--- config.mk ---
export PLATFORM = sky130hd
export DESIGN_NAME = tdc_meas_ctrl
export DESIGN_NICKNAME = d
export VERILOG_FILES = /design/src/rtl/tdc_pkg.sv /design/src/rtl/tdc_stats_acc.sv /design/src/rtl/tdc_meas_ctrl.sv
export SDC_FILE = /design/constraint.sdc
export NUM_CORES = 1
export LEC_CHECK = 0
export ABC_AREA = 0
export ABC_CLOCK_PERIOD_IN_PS = 3300
export CORE_ASPECT_RATIO = 1.5
export CORE_MARGIN = 3
export CORE_UTILIZATION = 45
export CTS_CLUSTER_SIZE = 12
export DETAILED_ROUTE_END_ITERATION = 10
export GPL_TIMING_DRIVEN = 0
export PLACE_DENSITY = 0.68
export SLEW_MARGIN = 20
export SYNTH_ARGS = -nofsm -noshare
export SYNTH_HDL_FRONTEND = slang
export SYNTH_SLANG_ARGS = --single-unit
export TNS_END_PERCENT = 20
--- constraint.sdc ---
create_clock -name i_clk -period 3.3 [get_ports i_clk]
set_input_delay 0.99 -clock i_clk [delete_from_list [all_inputs] [get_ports i_clk]]
set_output_delay 0.99 -clock i_clk [all_outputs]
set_load 0.1 [all_outputs]
--- src/rtl/tdc_pkg.sv ---
// Shared types and constants for the TDC measurement sequencer.
// FSM encoding, readout byte indices and width helpers.
package tdc_pkg;

  localparam int COUNT_W_DEF = 32;
  localparam int SUM_XW      = 4;
  localparam int SUM_W_DEF   = COUNT_W_DEF + SUM_XW;

  typedef enum logic [2:0] {
    S_IDLE  = 3'd0,
    S_CLEAR = 3'd1,
    S_START = 3'd2,
    S_STOP  = 3'd3,
    S_CAPT  = 3'd4,
    S_DONE  = 3'd5
  } state_t;

  localparam logic [3:0] RD_MIN0 = 4'd0;
  localparam logic [3:0] RD_MIN1 = 4'd1;
  localparam logic [3:0] RD_MIN2 = 4'd2;
  localparam logic [3:0] RD_MIN3 = 4'd3;
  localparam logic [3:0] RD_MAX0 = 4'd4;
  localparam logic [3:0] RD_MAX1 = 4'd5;
  localparam logic [3:0] RD_MAX2 = 4'd6;
  localparam logic [3:0] RD_MAX3 = 4'd7;
  localparam logic [3:0] RD_SUM0 = 4'd8;
  localparam logic [3:0] RD_SUM1 = 4'd9;
  localparam logic [3:0] RD_SUM2 = 4'd10;
  localparam logic [3:0] RD_SUM3 = 4'd11;
  localparam logic [3:0] RD_SUM4 = 4'd12;
  localparam logic [3:0] RD_STAT = 4'd13;

endpackage

--- src/rtl/tdc_stats_acc.sv ---
// Min/max/sum/saturation accumulator for TDC samples.
// Exposes next-state values so results can be latched on the last update.
module tdc_stats_acc
  import tdc_pkg::*;
#(
  parameter int                 COUNT_W   = COUNT_W_DEF,
  parameter logic [COUNT_W-1:0] SAT_LIMIT = '1
) (
  input  logic                      i_clk,
  input  logic                      i_rst,
  input  logic                      i_init,
  input  logic                      i_upd,
  input  logic [COUNT_W-1:0]        i_sample,
  output logic [COUNT_W-1:0]        o_nxt_min,
  output logic [COUNT_W-1:0]        o_nxt_max,
  output logic [COUNT_W+SUM_XW-1:0] o_nxt_sum,
  output logic                      o_nxt_sat
);

  localparam int SUM_W = COUNT_W + SUM_XW;

  logic [COUNT_W-1:0] r_min;
  logic [COUNT_W-1:0] r_max;
  logic [SUM_W-1:0]   r_sum;
  logic               r_sat;
  logic               w_clamp;
  logic [COUNT_W-1:0] w_s;

  assign w_clamp = (i_sample >= SAT_LIMIT);
  assign w_s     = w_clamp ? SAT_LIMIT : i_sample;

  // Next accumulator values: init seeds, update folds in a clamped sample
  always_comb begin
    o_nxt_min = r_min;
    o_nxt_max = r_max;
    o_nxt_sum = r_sum;
    o_nxt_sat = r_sat;
    if (i_init) begin
      o_nxt_min = '1;
      o_nxt_max = '0;
      o_nxt_sum = '0;
      o_nxt_sat = 1'b0;
    end else if (i_upd) begin
      if (w_s < r_min) o_nxt_min = w_s;
      if (w_s > r_max) o_nxt_max = w_s;
      o_nxt_sum = r_sum + SUM_W'(w_s);
      o_nxt_sat = r_sat | w_clamp;
    end
  end

  // Accumulator state
  always_ff @(posedge i_clk) begin
    if (i_rst) begin
      r_min <= '0;
      r_max <= '0;
      r_sum <= '0;
      r_sat <= 1'b0;
    end else begin
      r_min <= o_nxt_min;
      r_max <= o_nxt_max;
      r_sum <= o_nxt_sum;
      r_sat <= o_nxt_sat;
    end
  end

endmodule

--- src/rtl/tdc_meas_ctrl.sv ---
// Measurement sequencer for the ring-oscillator TDC.
// Runs N clear/start/stop/capture cycles and reports min/max/sum.
module tdc_meas_ctrl
  import tdc_pkg::*;
#(
  parameter int                 COUNT_W   = COUNT_W_DEF,
  parameter int                 SETTLE    = 2,
  parameter logic [COUNT_W-1:0] SAT_LIMIT = '1
) (
  input  logic                      i_clk,
  input  logic                      i_rst,
  input  logic                      i_go,
  input  logic [7:0]                i_cfg_delay,
  input  logic [3:0]                i_cfg_samples,
  input  logic [COUNT_W-1:0]        i_tdc_count,
  output logic                      o_tdc_clear,
  output logic                      o_tdc_start,
  output logic                      o_tdc_stop,
  output logic                      o_busy,
  output logic                      o_done,
  output logic [COUNT_W-1:0]        o_res_min,
  output logic [COUNT_W-1:0]        o_res_max,
  output logic [COUNT_W+SUM_XW-1:0] o_res_sum,
  output logic                      o_sat,
  input  logic [3:0]                i_rd_sel,
  output logic [7:0]                o_rd_byte
);

  localparam int         SUM_W     = COUNT_W + SUM_XW;
  localparam logic [7:0] SETTLE_M1 = 8'(SETTLE - 1);

  state_t             r_state;
  logic [7:0]         r_delay;
  logic [7:0]         r_cnt;
  logic [3:0]         r_nsamp;
  logic [3:0]         r_idx;
  logic               r_clear;
  logic               r_start;
  logic               r_stop;
  logic               r_busy;
  logic               r_done;
  logic [COUNT_W-1:0] r_res_min;
  logic [COUNT_W-1:0] r_res_max;
  logic [SUM_W-1:0]   r_res_sum;
  logic               r_res_sat;

  logic               w_init;
  logic               w_upd;
  logic               w_last;
  logic [COUNT_W-1:0] w_nxt_min;
  logic [COUNT_W-1:0] w_nxt_max;
  logic [SUM_W-1:0]   w_nxt_sum;
  logic               w_nxt_sat;
  logic [31:0]        w_min32;
  logic [31:0]        w_max32;
  logic [39:0]        w_sum40;
  logic [7:0]         w_rd;

  assign w_init = (r_state == S_IDLE) && i_go;
  assign w_upd  = (r_state == S_CAPT);
  assign w_last = (r_idx == r_nsamp - 4'd1);

  tdc_stats_acc #(
    .COUNT_W   (COUNT_W),
    .SAT_LIMIT (SAT_LIMIT)
  ) u_acc (
    .i_clk     (i_clk),
    .i_rst     (i_rst),
    .i_init    (w_init),
    .i_upd     (w_upd),
    .i_sample  (i_tdc_count),
    .o_nxt_min (w_nxt_min),
    .o_nxt_max (w_nxt_max),
    .o_nxt_sum (w_nxt_sum),
    .o_nxt_sat (w_nxt_sat)
  );

  // Sequencer FSM with registered TDC controls and results
  always_ff @(posedge i_clk) begin
    if (i_rst) begin
      r_state   <= S_IDLE;
      r_delay   <= '0;
      r_cnt     <= '0;
      r_nsamp   <= '0;
      r_idx     <= '0;
      r_clear   <= 1'b0;
      r_start   <= 1'b0;
      r_stop    <= 1'b0;
      r_busy    <= 1'b0;
      r_done    <= 1'b0;
      r_res_min <= '0;
      r_res_max <= '0;
      r_res_sum <= '0;
      r_res_sat <= 1'b0;
    end else begin
      r_done <= 1'b0;
      unique case (r_state)
        S_IDLE: begin
          if (i_go) begin
            r_delay <= i_cfg_delay;
            r_nsamp <= i_cfg_samples;
            r_idx   <= '0;
            r_clear <= 1'b1;
            r_busy  <= 1'b1;
            r_state <= S_CLEAR;
          end
        end
        S_CLEAR: begin
          r_clear <= 1'b0;
          r_start <= 1'b1;
          r_cnt   <= '0;
          r_state <= S_START;
        end
        S_START: begin
          if (r_cnt == r_delay) begin
            r_start <= 1'b0;
            r_stop  <= 1'b1;
            r_cnt   <= '0;
            r_state <= S_STOP;
          end else begin
            r_cnt <= r_cnt + 8'd1;
          end
        end
        S_STOP: begin
          if (r_cnt == SETTLE_M1) begin
            r_state <= S_CAPT;
          end else begin
            r_cnt <= r_cnt + 8'd1;
          end
        end
        S_CAPT: begin
          r_stop <= 1'b0;
          if (w_last) begin
            r_busy    <= 1'b0;
            r_done    <= 1'b1;
            r_res_min <= w_nxt_min;
            r_res_max <= w_nxt_max;
            r_res_sum <= w_nxt_sum;
            r_res_sat <= w_nxt_sat;
            r_state   <= S_DONE;
          end else begin
            r_idx   <= r_idx + 4'd1;
            r_clear <= 1'b1;
            r_state <= S_CLEAR;
          end
        end
        S_DONE: begin
          r_state <= S_IDLE;
        end
        default: begin
          r_state <= S_IDLE;
        end
      endcase
    end
  end

  assign w_min32 = 32'(r_res_min);
  assign w_max32 = 32'(r_res_max);
  assign w_sum40 = 40'(r_res_sum);

  // Byte-wide readout mux for the 8-bit output pins
  always_comb begin
    w_rd = 8'h00;
    case (i_rd_sel)
      RD_MIN0: w_rd = w_min32[7:0];
      RD_MIN1: w_rd = w_min32[15:8];
      RD_MIN2: w_rd = w_min32[23:16];
      RD_MIN3: w_rd = w_min32[31:24];
      RD_MAX0: w_rd = w_max32[7:0];
      RD_MAX1: w_rd = w_max32[15:8];
      RD_MAX2: w_rd = w_max32[23:16];
      RD_MAX3: w_rd = w_max32[31:24];
      RD_SUM0: w_rd = w_sum40[7:0];
      RD_SUM1: w_rd = w_sum40[15:8];
      RD_SUM2: w_rd = w_sum40[23:16];
      RD_SUM3: w_rd = w_sum40[31:24];
      RD_SUM4: w_rd = w_sum40[39:32];
      RD_STAT: w_rd = {r_res_sat, r_busy, 2'b00, r_idx};
      default: w_rd = 8'h00;
    endcase
  end

  assign o_tdc_clear = r_clear;
  assign o_tdc_start = r_start;
  assign o_tdc_stop  = r_stop;
  assign o_busy      = r_busy;
  assign o_done      = r_done;
  assign o_res_min   = r_res_min;
  assign o_res_max   = r_res_max;
  assign o_res_sum   = r_res_sum;
  assign o_sat       = r_res_sat;
  assign o_rd_byte   = w_rd;

endmodule

==> results of run 1 <==
-- layout by cell type, fill, tap and decap left out, drive strengths merged, types with 18 or more instances in the layout --
| master | Yosys | layout |
|---|---|---|
| o211ai | 42 | 42 |
| nand4 | 26 | 26 |
| nor2b | 18 | 18 |
| a31oi | 41 | 41 |
| nand3 | 63 | 63 |
| dfxtp | 234 | 234 |
| nand2 | 242 | 242 |
| nor2 | 165 | 165 |
| ha | 100 | 100 |
| a21oi | 160 | 160 |
| a21o | 20 | 20 |
| mux2i | 49 | 49 |
| xnor2 | 36 | 36 |
| buf | 38 | 115 |
| nor3 | 31 | 31 |
| clkdlybuf4s50 | 0 | 119 |
| o21ai | 59 | 59 |
| clkbuf | 106 | 127 |
| a211oi | 29 | 29 |
| inv | 83 | 84 |
| a311oi | 21 | 21 |
-- final timing paths --
check	endpoint	start	slack [ns]	cells after the start
worst min-delay path	r_nsamp[3]	r_nsamp[3]	0.47	2
worst max register to register	o_res_max[31]	r_state[0]	0.14	10
worst max-delay path	o_rd_byte[4]	i_rd_sel[3]	-0.33	7
worst min register to register	r_nsamp[3]	r_nsamp[3]	0.47	2
-- logic make-up (layout without fill, tap and decap cells) --
logic type,count (synthesis),count (layout),share of synthesized area [%]
muxes,64,64,4.877
buffers and inverters,227,465,6.774
xor gates and xnor gates,51,51,3.304
other,0,1,0
DFF,234,234,34.65
and+or+nand+nor,604,604,19.96
adders and majority gates,101,101,9.402
AOI/OAI and AO/OA,443,443,21.03
-- metal layers --
metal / vias up / share of wire (%) / GRT usage (%)
met5: - / 0 / 0
met4: 0 / 8.9 / 25.56
met3: 220 / 7.2 / 5.103
met2: 741 / 48 / 63.24
met1: 6902 / 36 / 40.20
li1: 6531 / - / -
-- sequential cells by signal, indices dropped and copies added (netlist names), 4 cells and up --
signal       cells
r_nsamp          4
r_cnt            8
o_res_min       32
o_res_sum       36
r_idx            4
o_res_max       32
r_delay          8
u_acc.r_sum     36
u_acc.r_min     32
u_acc.r_max     32
-- worst min-delay path, delay by kind of cell (launching register included) --
family,cells,cell delay [ns]
AO/OA/AOI/OAI,1,0.05
flip-flops,1,0.31
AND/OR/NAND/NOR,1,0.05
-- power groups by stage --
stage,Clock (mW),Sequential [mW],Combinational [mW]
after global placement,0,3.14,1.67
after detailed placement,0,3.14,1.70
after global routing,2.98,3.10,2.00
final,2.88,3.09,1.87
after floorplan,0,3.22,1.02
after CTS,2.89,3.08,1.78
-- what timing repair did --
action                     in CTS  in global routing
gates cloned                    1                  3
buffers inserted               26                 17
gates resized for setup       273                142
setup endpoints to repair     191                156
pin swaps                      24                 32
-- final cells by class --
cell class / count / area share [%]
diodes: 1 / 0.01407
plain buffers: 135 / 5.345
clock buffers: 35 / 4.065
clock inverters: 5 / 0.4431
inverters: 83 / 1.751
multi-input cells: 1263 / 47.90
flip-flops and latches: 234 / 26.33
well taps: 395 / 2.778
repair buffers: 207 / 11.37
==> metrics.md, run 1 <==
| Metric | Value |
|---|---|
| Outcome | `complete, but fails checks` |
| Violated checks | `setup timing` |
| Slew @ Worst Pin | `approximately 1.0 ns` |
| Vias in the first global route | `13886` |
| Vias | `14394` |
| Leading area contributor after synthesis | `dfxtp_1` |
| Post-placement cell area | `15720 µm²` |
| Port bufs | `160` |
| Hold_buf cts | `0` |
| Setup TNS | `-1.609 ns` |
| First-pass GRT wire length | `a little under 90 mm` |
| Power Density | `440.9 nW/µm²` |
| Syn. warnings | `0` |
| RSZ-0062 raised after global routing | `yes` |
| Most frequent cell after synthesis | `nand2_1` |
| Clock Path Buffers | `3` |
| Dpl cells | `2279` |
| Combinational power share | `about a quarter` |
| DRT Pass-1 Iters | `7` |
| Sequential Area | `4684 µm²` |
| Starting DRT DRC Count | `1291` |
| Clk pwr share | `a little under two fifths` |
| Period minus WS final | `3.634 ns` |
| Dpl hpwl | `47.15 mm` |
| Hold WC Path Type | `reg -> reg` |
| Flop pwr share | `39.4%` |
| Initial Util | `between 40 and 50%` |
| Routed WL per cell | `26.01 µm` |
| Area share of the largest cell type after synthesis | `34.65%` |
| Total internal power | `5.276 mW` |
| Clock latency on the worst-skew pair | `0.56 ns` |
| Max stage delay cell, worst path | `a222oi_1` |
| WP data required | `~2.3 ns` |
| WP buf/inv | `2` |
| WL final | `61.33 mm` |
| Post-route DRC | `0` |
| Number of hold violations in the final report | `0` |
| Die height | `218.3 µm` |
| Post-synth EDFFs | `0` |
| Area of the multi-input gates | `8522 µm²` |
| Die Width | `147.5 µm` |
| Fin area | `between 15000 and 20000 µm²` |
| Peak supply drop | `about 420 µV` |
| Setup violators final | `8` |
| Synth area leaders | `dfxtp_1 35%, ha_1 9.3%, nand2_1 6.7%` |
| Yosys cell types | `70` |
| Sw Share | `32.72%` |
| Area growth from synthesis to layout | `31.58%` |
| CP max FO | `5` |
| GPL Wtd Cong | `1.001` |
| Ys async rst share | `0%` |
| Num ports | `165` |
| Vias per inst | `6.104` |
| DP Worst Slack | `-1.878 ns` |
| Register area share after synthesis | `about a third` |
| Worst Setup Start Kind | `input port` |
| Syn_nets | `1876` |
| Die ar. | `32200 µm²` |
| P_sw | `2.566 mW` |
| Layout cells sized above 1 | `roughly 15%` |
| Max-slew headroom | `between 30% and 40%` |
| Root Driver | `clkbuf_16` |
| Sink Count | `234` |
| Leak Pwr | `6.500 nW` |
| Layout fillers | `around 2700` |
| Crit-path leading delay family | `compound AO/OA/AOI/OAI gates` |
| Worst hold slack | `0.4658 ns` |
| Row cnt | `77` |
| Largest net degree at the start of global routing | `13` |
| Non-Filler Instances | `2358` |
| Max-Cap Viols | `0` |
| Fin nets | `roughly 2100` |
| Achievable frequency | `around 280 MHz` |
| Ys flop type | `dfxtp_1` |
| Final core occ | `60.15%` |
| Post-Syn Area | `13520 µm²` |
| Num CTS Buffers | `25` |
| Tcrit/Tclk final | `110.1%` |
| Core area | `29580 µm²` |
| Final Skew | `about 0.023 ns` |
| Slew Viols, Final | `0` |
| TritonCTS clock tree | `built` |
| Worst Setup End Kind | `primary output` |
| Final WS setup | `-0.3339 ns` |
| Total congestion overflow | `0` |
| H-tree depth | `1` |
| Worst stage delay on the critical path | `between 0.7 and 0.8 ns` |
| Syn avg cell area | `7.842 µm²` |
| GRT Util Overall | `36.20%` |
| Initial antenna violation count | `1` |
| Total power | `~7.8 mW` |
| Post-synth top cells | `242 x nand2_1, 234 x dfxtp_1, 165 x nor2_1, 160 x a21oi_1, 106 x clkbuf_1` |
| Detail Route Antenna Nets | `0` |
| Flops & latches, synth | `approximately 230` |
| CP Class | `in -> out` |
| WP data arrival | `2.64 ns` |
| Mapped Cells | `roughly 1700` |
| Clock transition at path regs | `about 0.06 ns` |
| Cells along the critical path | `clkbuf_16 > nor2b_4 > a222oi_1 > a21oi_1 > nand2_1 > o221ai_4 > buf_12` |
Note: power is estimated with default switching activity, not from simulation.
==> run 2: changes to the inputs <==
--- a/config.mk
+++ b/config.mk
@@ -12,8 +12,9 @@
 export CORE_UTILIZATION = 45
 export CTS_CLUSTER_SIZE = 12
 export DETAILED_ROUTE_END_ITERATION = 10
+export DONT_BUFFER_PORTS = 1
 export GPL_TIMING_DRIVEN = 0
-export PLACE_DENSITY = 0.68
+export PLACE_DENSITY = 0.61
 export SLEW_MARGIN = 20
 export SYNTH_ARGS = -nofsm -noshare
 export SYNTH_HDL_FRONTEND = slang
==> run 2 against run 1 <==
  * The flow still finishes with violations (setup timing)
  * Clock power barely moved
  * Sequential power increased by 3%
  * Combinational power is 17% lower
  * Routed wire length fell by 4.5%
  * Non-clock buffer count fell by 185
  * Clock-buffer cell count increased by 1
  * Total power fell by 3.1%
  * Final cell count shrank 7.8%
  * Register-to-register slack is essentially flat
  * Largest cell class unchanged
==> metrics.md, run 2 (synthesized netlist as in run 1, its figures left out) <==
| Metric | Value |
|---|---|
| Outcome | `complete, but fails checks` |
| Violated checks | `setup timing` |
| Max-Cap Viols | `0` |
| Crit-path leading delay family | `compound AO/OA/AOI/OAI gates` |
| RSZ-0062 raised after global routing | `yes` |
| GRT Util Overall | `34.56%` |
| Layout cells sized above 1 | `15.19%` |
| Tcrit/Tclk final | `109.8%` |
| Num ports | `165` |
| Final Skew | `0.01077 ns` |
| Max stage delay cell, worst path | `a222oi_1` |
| Hold WC Path Type | `reg -> reg` |
| Cells along the critical path | `clkbuf_16 > nor2b_4 > a222oi_1 > a21oi_1 > nand2_1 > o221ai_4` |
| Achievable frequency | `~280 MHz` |
| Post-route DRC | `0` |
| Row cnt | `77` |
| Area growth from synthesis to layout | `15.77%` |
| Vias in the first global route | `around 13000` |
| Most common cell after layout, fill and taps aside | `nand2_1` |
| Largest net degree at the start of global routing | `13` |
| Number of hold violations in the final report | `0` |
| Routed WL per cell | `around 27 µm` |
| Most frequent cells in the layout | `241 x nand2_1, 162 x nor2_1, 154 x a21oi_1, 149 x dfxtp_1, 100 x ha_1` |
| H-tree depth | `1` |
| Detail Route Antenna Nets | `0` |
| Die Width | `147.5 µm` |
| Clock Path Buffers | `3` |
| TritonCTS clock tree | `built` |
| Slew @ Worst Pin | `around 1.2 ns` |
| Die ar. | `approximately 32000 µm²` |
| Dpl hpwl | `45.58 mm` |
| DRT Pass-1 Iters | `5` |
| GPL Wtd Cong | `1.018` |
| Port bufs | `0` |
| WL final | `58.56 mm` |
| Fin nets | `1917` |
| WP data arrival | `2.63 ns` |
| Diodes inserted | `0` |
| Max-slew headroom | `18.20%` |
| Num CTS Buffers | `25` |
| Power Density | `485.6 nW/µm²` |
| Slew Viols, Final | `0` |
| Vias per inst | `6.209` |
| WP buf/inv | `1` |
| Initial Util | `45.71%` |
| Setup violators final | `17` |
| Starting DRT DRC Count | `1040` |
| Period minus WS final | `3.623 ns` |
| Die height | `218.3 µm` |
| Total power | `7.602 mW` |
| First-pass GRT wire length | `82.95 mm` |
| Total congestion overflow | `0` |
| Worst Setup End Kind | `primary output` |
| CP max FO | `6` |
| Sink Count | `234` |
| Initial antenna violation count | `0` |
| Root Driver | `clkbuf_16` |
| CP Class | `in -> out` |
| Layout fillers | `2872` |
| Clock latency on the worst-skew pair | `around 0.55 ns` |
| Final WS setup | `-0.3230 ns` |
| Final core occ | `52.92%` |
| Vias | `13493` |
| Worst stage delay on the critical path | `roughly 0.7 ns` |
| Core area | `roughly 30000 µm²` |
| WP data required | `2.31 ns` |
| Peak supply drop | `around 500 µV` |
| Worst Setup Start Kind | `input port` |
| Leak Pwr | `5.591 nW` |
| Clock transition at path regs | `around 0.06 ns` |
[run 2: metrics by stage]
step           setup slack, ns  hold WS (ns)  cells  TNS [ns]  instance area (µm²)
2_1_floorplan          -0.8076        0.4242   1724    -4.745                13620
3_3_place_gp            -1.652        0.4431   2119   -117.60                14120
3_5_place_dp            -1.256        0.4481   2121   -117.51                14190
4_1_cts                -0.3085        0.4603   2166    -4.094                15340
5_1_grt                -0.2799        0.4861   2173    -1.615                15650
6_report               -0.3230        0.4610   2173    -1.625                15650
[run 2: power by group]
group | total (mW) | leakage, nW | switching, mW | internal (mW)
registers | 3.18 | 1.94 | 0.201 | 2.98
clock network | 2.86 | 0.387 | 1.22 | 1.64
logic | 1.56 | 3.26 | 1.05 | 0.507
[run 2: final timing paths]
| check | from | end | slack (ns) | depth (start not counted) |
|---|---|---|---|---|
| hold / removal | u_acc.r_sum[19] | u_acc.r_sum[19] | 0.46 | 2 |
| setup / recovery | i_rd_sel[3] | o_rd_byte[4] | -0.32 | 6 |
| setup reg to reg | r_state[0] | o_res_max[27] | 0.14 | 10 |
| hold reg to reg | u_acc.r_sum[19] | u_acc.r_sum[19] | 0.46 | 2 |
[run 2: area by class of cell]
| type | instances | area, µm² | area share (%) |
|---|---|---|---|
| multi-input combinational | 1264 | 8317 | 53.13 |
| inverter | 83 | 311.5 | 1.990 |
| timing repair buffer | 17 | 177.7 | 1.135 |
| clock buffer | 36 | 716.9 | 4.580 |
| clock inverter | 4 | 70.07 | 0.4476 |
| sequential | 234 | 4803 | 30.69 |
| buffer | 140 | 762.0 | 4.868 |
| tap | 395 | 494.2 | 3.157 |
[run 2: routing by layer]
layer	vias up	global-route usage, %	routed length (µm)
li1	6179	-	-
met1	6442	38.21	21300
met2	683	60.30	28320
met3	189	5.953	4240
met4	0	23.26	4694
met5	-	0	0
[run 2: worst register-to-register path, delay by kind of cell (launching register included)]
kind                   cells  cell delay, ns
and+or+nand+nor            5            1.17
DFF                        1            0.29
buffers and inverters      4            1.40
AOI/OAI and AO/OA          1            0.20
[run 2: repair_timing]
| action | 4_1_cts | 5_1_grt |
|---|---|---|
| gates cloned | 0 | 3 |
| hold buffers | 0 | 0 |
| resized for setup | 126 | 90 |
| buffers inserted | 5 | 8 |
| setup endpoints to repair | 113 | 125 |
| pin swaps | 11 | 23 |
==> patch 1: new RTL, config.mk and constraints of run 1 <==
Take the reset off `r_sum` and load it in a clocked block of its own.
--- a/src/rtl/tdc_stats_acc.sv
+++ b/src/rtl/tdc_stats_acc.sv
@@ -53,15 +53,17 @@
     if (i_rst) begin
       r_min <= '0;
       r_max <= '0;
-      r_sum <= '0;
       r_sat <= 1'b0;
     end else begin
       r_min <= o_nxt_min;
       r_max <= o_nxt_max;
-      r_sum <= o_nxt_sum;
       r_sat <= o_nxt_sat;
     end
   end
 
+  always_ff @(posedge i_clk) begin
+    r_sum <= o_nxt_sum;
+  end
+
 endmodule
 
Formal check against the unedited RTL: no difference found for any inputs over 4 cycles, from zero or initial values and one cycle with i_rst high; that may be too few to reach the edited logic, so the function may still have changed.
==> patch 1 against run 1 <==
- the flow still finishes with violations (negative setup slack)
- sequential cell count unchanged
- power is 3.8% higher
- final area is 0.15% higher
- routed wire length is 15% lower
- via count is 11% lower
- global-route usage shrank 3.4 points
- non-clock buffer count fell by 18
- synthesized area decreased by 4.8%
- worst setup slack better by 0.0015 ns
- critical path type unchanged
- largest cell class unchanged
==> patch 1: results (changes against run 1) <==
status finished, violations left; failing checks negative setup slack; initial antenna violation count 0 (-1); largest cells by area after synthesis dfxtp_1, ha_1, mux2i_1; Seq area share 0.263 (-0.000406); Seq cells 234 (unchanged); final setup fails 52 (+44); mux cell area share after synthesis 0.0700 (+0.0213); Worst R2R Start u_acc.r_min[9]; multi-input gates 1111 (-12%); Synth cell types 71 (+1.4%); leak pwr 6.73 nW (+3.5%); clock transition at the registers of the reported paths 0.06 ns (about the same); final clock skew 0.0247 ns (+0.00174 ns); post-synthesis sequential area ratio 0.364 (+0.0177); Synth top cells by count dfxtp_1, nand2_1, a21oi_1, nor2_1, ha_1; Reg-to-Reg End o_res_min[4]; via count 12900 (-11%); syn_area_per_cell 8.33 sq um (+6.2%); WL final 52.0 mm (-15%); Synth Area in Adders 0.0988 (+0.00479); TNS Setup -3.13 ns (-1.52 ns); row count 75 (-2.6%); ratio of cells with drive above 1 in the final layout 0.205 (+0.0499); Logic inverters 80 (-3.6%); ant diodes 0 (-1); CP max stage delay 0.48 ns (-0.24 ns); fin nets 1928 (-8.2%); VDD IR max 0.476 mV (+13%); Syn Nets 1697 (-9.5%); Synth Area in Compound Gates 0.204 (-0.00620); count of plain and timing-repair buffers 324 (-5.3%); port bufs 163 (+1.9%); DP Worst Slack -2.02 ns (-0.144 ns); Hold Slack 0.467 ns (+0.00120 ns); Switching Fraction 0.334 (+0.00695); CLK BUF 33 (-5.7%); r2r worst-path depth 15 (+5); fin area 17800 sq um (+0.15%); filler instances 2375 (-12%); Clock buffers and inverters, area share 0.0423 (-0.00281); Tot GR Track Use 0.328 (-0.0340); wire length of the first global-routing pass 75.7 mm (-13%); buffer share of cell area 0.177 (+0.0103); setup ws final -0.332 ns (+0.00148 ns)
==> patch 1: cell count changes in the layout (fill, tap and decap cells not counted), moves of 15 or more <==
cell | before | now
nor2_1 | 160 | 133
nand3_1 | 62 | 22
a31oi_1 | 36 | 10
nand2_1 | 240 | 170
a311oi_1 | 19 | 0
o211ai_1 | 41 | 7
o21ai_1 | 9 | 44
o21ai_0 | 47 | 30
buf_4 | 49 | 27
mux2i_2 | 3 | 18
mux2i_4 | 1 | 23
a21oi_1 | 151 | 126
==> patch 1: power groups by stage <==
stage                     registers, mW  logic [mW]  clock network [mW]
final                              3.18        2.24                2.72
after global placement             3.19        1.81                   0
after detailed placement           3.20        1.85                   0
after global routing               3.20        2.41                2.85
after CTS                          3.15        2.06                2.74
after floorplan                    3.26        1.20                   0
==> patch 1: worst max path at each step <==
| stage | endpoint | depth (start not counted) | slack [ns] |
|---|---|---|---|
| after floorplan | o_rd_byte[3] | 5 | -0.56 |
| final | o_rd_byte[4] | 8 | -0.33 |
| after CTS | o_rd_byte[4] | 8 | -0.28 |
| after global placement | o_rd_byte[0] | 9 | -2.05 |
| after detailed placement | o_rd_byte[0] | 9 | -2.02 |
| after global routing | o_rd_byte[4] | 8 | -0.31 |
==> patch 1: repair_timing <==
item                                    4_1_cts  5_1_grt
setup buffers                                30       12
endpoints found under the hold margin         0        0
pin swaps                                    47       55
endpoints found under the setup margin      188      158
gates resized for setup                     387      136
cloned                                        3        1
==> patch 1: metal layers <==
layer	routed length, microns	up-vias	part of all wire	track usage
met2	25700	562	0.49	0.568
met3	3280	181	0.063	0.0403
met4	3740	0	0.072	0.195
met1	19300	6214	0.37	0.384
li1	-	5920	-	-
met5	0	-	0	0
==> patch 2: new RTL, flow settings as in run 1 <==
Made on the original files. Set the package constant `COUNT_W_DEF` to 48 (it was 32).
--- a/src/rtl/tdc_pkg.sv
+++ b/src/rtl/tdc_pkg.sv
@@ -2,7 +2,7 @@
 // FSM encoding, readout byte indices and width helpers.
 package tdc_pkg;
 
-  localparam int COUNT_W_DEF = 32;
+  localparam int COUNT_W_DEF = 48;
   localparam int SUM_XW      = 4;
   localparam int SUM_W_DEF   = COUNT_W_DEF + SUM_XW;
 
Ports: changed (resized i_tdc_count, o_res_max, o_res_min and o_res_sum); port bits go from 165 to 229. No check against the original RTL was run, so the function may have changed too.
==> patch 2 against run 1 <==
- the run still ends with negative setup slack left
- largest cell class unchanged
- first-iteration DRC count increased by 32%
- largest power group is now clock
- fmax increased by 2.8%
- critical endpoint is now u_acc.r_max[46]
- synthesized area increased by 38%
- sequential cell count increased by 96
- final area increased by 48%
- power increased by 31%
- synthesized cell count increased by 30%
- worst setup slack improved by 0.099 ns
- routed wire length increased by 39%
==> patch 2: results (changes against run 1) <==
status finished, violations left; failing checks negative setup slack; post-synthesis sequential area ratio 0.355 (+0.00846); leak pwr 9.42 nW (+45%); Max-Slew Margin vs Limit 0.255 (-0.0537); final clock skew 0.0134 ns (-0.00954 ns); met3 wire len 6.36 mm (+44%); syn_area_per_cell 8.30 sq um (+5.8%); Worst path top cell family by delay buffers and inverters; xor and xnor area share after synthesis 0.0287 (-0.00433); core area 40500 sq um (+37%); CP startpoint i_tdc_count[42]; initial antenna violation count 2 (+1); Storage cell area 6610 sq um (+41%); VDD IR max 0.361 mV (-14%); placed cells 2974 (+30%); wire length of the first global-routing pass 121 mm (+38%); area growth from synthesis to layout 41.5%; Clock Latency Late Sink 0.54 ns (-0.02 ns); port bufs 225 (+41%); WL met2 39.8 mm (+35%); highest metal used met5; buffer share of cell area 0.169 (+0.00214); vias per std cell 6.23 (+2.0%); final setup fails 187 (+179); mux cell area share after synthesis 0.0692 (+0.0204); vias in the first global route 18800 (+35%); post-cts resize count 546 (+100%); fin nets 2783 (+32%); Tot GR Track Use 0.371 (+0.00904); crit end category flip-flop; CLK BUF 49 (+40%); slowest CP cell nor3_1; Non-Filler Instances 3097 (+31%); Synth Area in Compound Gates 0.214 (+0.00322); FF-to-FF setup slack 0.01 ns (-0.13 ns); Num CTS Buffers 37 (+48%); Syn Nets 2458 (+31%); met1 global-route usage 0.447 (+0.0447); multi-input gates 1611 (+28%); setup ws final -0.235 ns (+0.0992 ns); Max FO, Critical Path 6 (+1); Cell Pwr Density 389 nW/um^2 (-12%); placed inst area 21900 sq um (+39%); area of the multi-input gates 13000 sq um (+52%)
-- patch 2: cell count changes in the layout (fill, tap and decap cells not counted), moves of 25 or more --
cell             before  now
nor2_1              160  258
dfxtp_1             234  330
nand2_1             240  148
a211oi_1             25   77
clkdlybuf4s50_1     119  166
a211oi_2              3   49
mux2i_4               1   41
inv_1                83  121
ha_4                  8   39
clkbuf_1             49   79
o211ai_1             41   12
nand4_1              26   52
a31oi_1              36   11
nand3_1              62   37
-- patch 2: metrics by stage --
step	setup WS, ns	hold slack [ns]
after floorplan	-0.852	0.424
final	-0.235	0.460
after CTS	-0.614	0.462
after global routing	-0.288	0.488
after global placement	-2.20	0.444
after detailed placement	-2.21	0.453
-- patch 2: final timing paths --
check             cells after the start              end
setup reg to reg                      9    o_res_min[33]
hold reg to reg                       2  u_acc.r_sum[36]
setup / recovery                     14  u_acc.r_max[46]
hold / removal                        2  u_acc.r_sum[36]
